`config.mk`:
```
export PLATFORM = sky130hd
export DESIGN_NAME = serial_subtractor
export DESIGN_NICKNAME = d
export VERILOG_FILES = /design/src/rtl/serial_subtractor.sv
export SDC_FILE = /design/constraint.sdc
export NUM_CORES = 1
export LEC_CHECK = 0
export BUFFER_PORTS_ARGS = -buffer_cell sky130_fd_sc_hd__buf_2
export CAP_MARGIN = 40
export CORE_AREA = 2 2 75 77
export CTS_BUF_LIST = sky130_fd_sc_hd__clkbuf_8
export DETAILED_ROUTE_END_ITERATION = 7
export DIE_AREA = 0 0 77 79
export PLACE_DENSITY = 0.5
export SYNTH_ARGS = -nofsm -noshare
export SYNTH_HDL_FRONTEND = slang
export SYNTH_SLANG_ARGS = --single-unit
```
`constraint.sdc`:
```
create_clock -name clk -period 1.6 [get_ports clk]
set_input_delay 0.24 -clock clk [delete_from_list [all_inputs] [get_ports clk]]
set_output_delay 0.24 -clock clk [all_outputs]
set_load 0.02 [all_outputs]
```
`src/rtl/serial_subtractor.sv`:
```
// Bit-serial subtractor: diff = a - b - bin, one bit per clock, LSB first.
// Single full-subtractor cell, borrow flip-flop and shift-register operands.
module serial_subtractor #(
    parameter int WIDTH = 8
) (
    input  logic             clk,
    input  logic             rst,
    input  logic             start,
    input  logic [WIDTH-1:0] a,
    input  logic [WIDTH-1:0] b,
    input  logic             bin,
    output logic             busy,
    output logic             done,
    output logic [WIDTH-1:0] diff,
    output logic             bout
);

    localparam int CW = (WIDTH > 1) ? $clog2(WIDTH) : 1;
    localparam logic [CW-1:0] LAST = CW'(WIDTH - 1);

    typedef enum logic [1:0] {
        IDLE  = 2'd0,
        SHIFT = 2'd1,
        DONE  = 2'd2
    } state_t;

    state_t           state;
    state_t           nxt;
    logic [WIDTH-1:0] a_sh;
    logic [WIDTH-1:0] b_sh;
    logic [WIDTH-1:0] res;
    logic             brw;
    logic [CW-1:0]    cnt;
    logic             accept;
    logic             last;
    logic             x;
    logic             y;
    logic             d;
    logic             nb;

    assign last = (cnt == LAST);
    assign busy = (state == SHIFT);
    assign done = (state == DONE);

    // full-subtractor cell
    assign x  = a_sh[0];
    assign y  = b_sh[0];
    assign d  = x ^ y ^ brw;
    assign nb = (~x & y) | (~(x ^ y) & brw);

    always_ff @(posedge clk) begin
        if (rst) begin
            state <= IDLE;
        end else begin
            state <= nxt;
        end
    end

    always_comb begin
        nxt    = state;
        accept = 1'b0;
        unique case (state)
            IDLE: begin
                if (start) begin
                    accept = 1'b1;
                    nxt    = SHIFT;
                end
            end
            SHIFT: begin
                if (last) begin
                    nxt = DONE;
                end
            end
            DONE: begin
                if (start) begin
                    accept = 1'b1;
                    nxt    = SHIFT;
                end else begin
                    nxt = IDLE;
                end
            end
            default: nxt = IDLE;
        endcase
    end

    always_ff @(posedge clk) begin
        if (rst) begin
            a_sh <= '0;
            b_sh <= '0;
            res  <= '0;
            brw  <= 1'b0;
            cnt  <= '0;
            diff <= '0;
            bout <= 1'b0;
        end else if (accept) begin
            a_sh <= a;
            b_sh <= b;
            brw  <= bin;
            cnt  <= '0;
        end else if (state == SHIFT) begin
            a_sh <= a_sh >> 1;
            b_sh <= b_sh >> 1;
            res  <= {d, res[WIDTH-1:1]};
            brw  <= nb;
            cnt  <= cnt + CW'(1);
            // result registers only move when the final bit lands
            if (last) begin
                diff <= {d, res[WIDTH-1:1]};
                bout <= nb;
            end
        end
    end

endmodule

```
==> impl_metrics.json <==
{
  "status": "complete, no violations",
  "cap_viol_max_count": 0,
  "detail-route-antenna-nets": 0,
  "grt-busiest-layer": "met2",
  "worstPathMaxFanout": 6,
  "clock_path_buffers": 2,
  "p_leak_nw": 0.738,
  "area_growth_pct": 23.9,
  "syn_avg_cell_area_um2": 8.72,
  "timing.critical_path.from": "state[1]",
  "cts_tree": "done",
  "power_density_nw_per_um2": 1030,
  "ios": 31,
  "r2r-end": "a_sh[4]",
  "antennaDiodeCount": 0,
  "yosys.cell_types.count": 28,
  "synthCells": 175,
  "worstSkewPairLatency_ns": 0.29,
  "postCtsHoldBufs": 0,
  "use_met1": 0.142,
  "fmax_mhz": 667,
  "pre_cts_ws_ns": 0.260,
  "wl_per_cell_um": 12.2,
  "tns_ns": 0,
  "hold_end": "a_sh[7]",
  "crit_buf_inv": 2,
  "min_period_ns": 1.50,
  "drv_slew": 0,
  "critical_path_class": "register to output port",
  "hold_viol": 0,
  "drive_above_1_share": 0.249,
  "dp_hpwl_um": 2110,
  "irDropWorstVdd_mv": 0.273,
  "place.gp.congestion": 0.676,
  "fin_worst_skew_ns": 0.00347,
  "grt_max_degree": 39,
  "htreeDepth": 2,
  "grt_pass1_vias": 1288,
  "reg2reg_from": "state[1]",
  "final_common_cell": "dfxtp_1",
  "netlist_area_um2": 1530,
  "dieArea_um2": 6080,
  "power_mw": 1.95,
  "worst_path_largest_cell_delay_ns": 0.32,
  "wl_um": 3420,
  "rrSetupSlack_ns": 0.23,
  "ys_seq_area_frac": 0.498,
  "die_w_um": 77,
  "numCtsBuffers": 5,
  "worstHoldStart": "a[7]",
  "nNetsFinal": 231,
  "critPathArrivalTime_ns": 1.26,
  "rows": 27,
  "path_cells": "nand2b_2 > bufinv_16 > buf_2",
  "worstPathRequired_ns": 1.36,
  "setup_viol": 0,
  "timing.critical_path.max_delay_family": "buffers and inverters",
  "min_period_over_period": 0.937,
  "first_pass_iters": 4,
  "cts.clk_slew.worst_paths_ns": 0.07,
  "start_util": 0.286,
  "synth_nets": 198,
  "hold_path.class": "input pin to register",
  "crit_slowest_cell": "dfxtp_1",
  "grt_util_met2": 0.190,
  "layout_common_cells": "37 x dfxtp_1, 34 x nand2_1, 30 x buf_2",
  "clkSinkCount": 38,
  "coreArea_um2": 5340,
  "worst_slack_ns": 0.101,
  "drcViolationCount": 0,
  "io_buffer_count": 30,
  "vias": 1305,
  "antenna_found_initial": 0,
  "grt_use_total": 0.118,
  "relSlewSlack": 0.721,
  "worstSetupStartpointType": "register",
  "tightest_slew_ns": 0.417,
  "ys_warn_count": 0,
  "endpoint_kind": "output port",
  "met3_usage": 0.0398,
  "drt_iter0_drc": 76,
  "root_buffer": "clkbuf_8",
  "viasPerCell": 4.64,
  "grt_pass1_wl_um": 5680,
  "hold_depth": 3,
  "r2r_cells": 5,
  "grt_remaining_overflow": 0,
  "fp.dieH_um": 79,
  "rsz0062_at_grt": "false",
  "synth-seq-cells": 38
}
## worst min-delay path, cell delays in order
cell and delay, ns:
buf_2 0.10, nand2_1 0.05, a21oi_1 0.05
## through the flow
step	cell area [um^2]	instances	utilization	hold WS [ns]
detailed placement	1740	270	0.326	0.447
CTS	1850	278	0.347	0.199
global route	1890	281	0.354	0.199
global placement	1740	270	0.326	0.444
floorplan	1530	175	-	0.376
finish	1890	281	0.354	0.203
## area by class of cell
| class | count | area [um^2] |
|---|---|---|
| inverter | 3 | 37.5 |
| tap | 72 | 90.1 |
| multi-input combinational | 120 | 658 |
| sequential | 38 | 762 |
| timing repair buffer | 39 | 243 |
| fill | 580 | 3450 |
| clock inverter | 2 | 8.76 |
| clock buffer | 6 | 82.6 |
| timing repair inverter | 1 | 8.76 |
## worst max-delay path by stage
| stage | endpoint | slack, ns | depth (start not counted) |
|---|---|---|---|
| floorplan | state[0] | 0.38 | 5 |
| global placement | busy | 0.28 | 3 |
| detailed placement | diff[5] | 0.26 | 5 |
| CTS | busy | 0.03 | 3 |
| global route | busy | 0.06 | 3 |
| finish | busy | 0.10 | 3 |
## cells in the mapped netlist
cell type	number	share of area
dfxtp_1	38	0.50
nand2_1	34	0.084
a21oi_1	19	0.062
nor3_1	18	0.059
nand3_1	11	0.036
nor2_1	8	0.020
o22ai_1	7	0.029
a311oi_1	6	0.034
buf_4	5	0.025
buf_2	3	0.0098
clkbuf_1	3	0.0074
mux2i_1	3	0.020
ha_1	2	0.016
inv_1	2	0.0049
nand2b_1	2	0.0082
nor2b_1	2	0.0082
a22oi_1	1	0.0049
a2bb2oi_1	1	0.0057
a311oi_2	1	0.0098
buf_1	1	0.0025
buf_6	1	0.0074
buf_8	1	0.0098
fa_1	1	0.013
inv_6	1	0.0057
nand2_2	1	0.0041
nand3b_1	1	0.0049
o21a_1	1	0.0049
xnor2_1	1	0.0057
## what timing repair did
action                     CTS  global route
gates cloned                 0             1
resized for setup            2             2
buffers inserted             0             2
setup endpoints to repair    1             1
## routing by layer
layer  vias to the layer above  share of wire
met2                        24           0.46
met5                         -              0
met3                         4          0.042
met4                         0         0.0091
li1                        674              -
met1                       603           0.48
## sequential cells by signal, summed over array words and instances (netlist names)
name,flops
res,7
b_sh,8
cnt,3
brw,1
a_sh,8
state,2
bout,1
diff,8
## logic make-up after synthesis
| group | after synthesis | share of synthesized area |
|---|---|---|
| buffers and inverters | 17 | 0.0721 |
| and+or+nand+nor | 77 | 0.224 |
| muxes | 3 | 0.0197 |
| adders and majority gates | 3 | 0.0295 |
| DFF | 38 | 0.498 |
| xor gates and xnor gates | 1 | 0.00574 |
| AOI/OAI and AO/OA | 36 | 0.151 |
## report_power, final
| group | internal, mW | switching (mW) |
|---|---|---|
| clock | 0.341 | 0.327 |
| combinational | 0.123 | 0.141 |
| sequential | 0.993 | 0.0257 |
| total | 1.46 | 0.493 |
(Power assumes the default switching activity.)
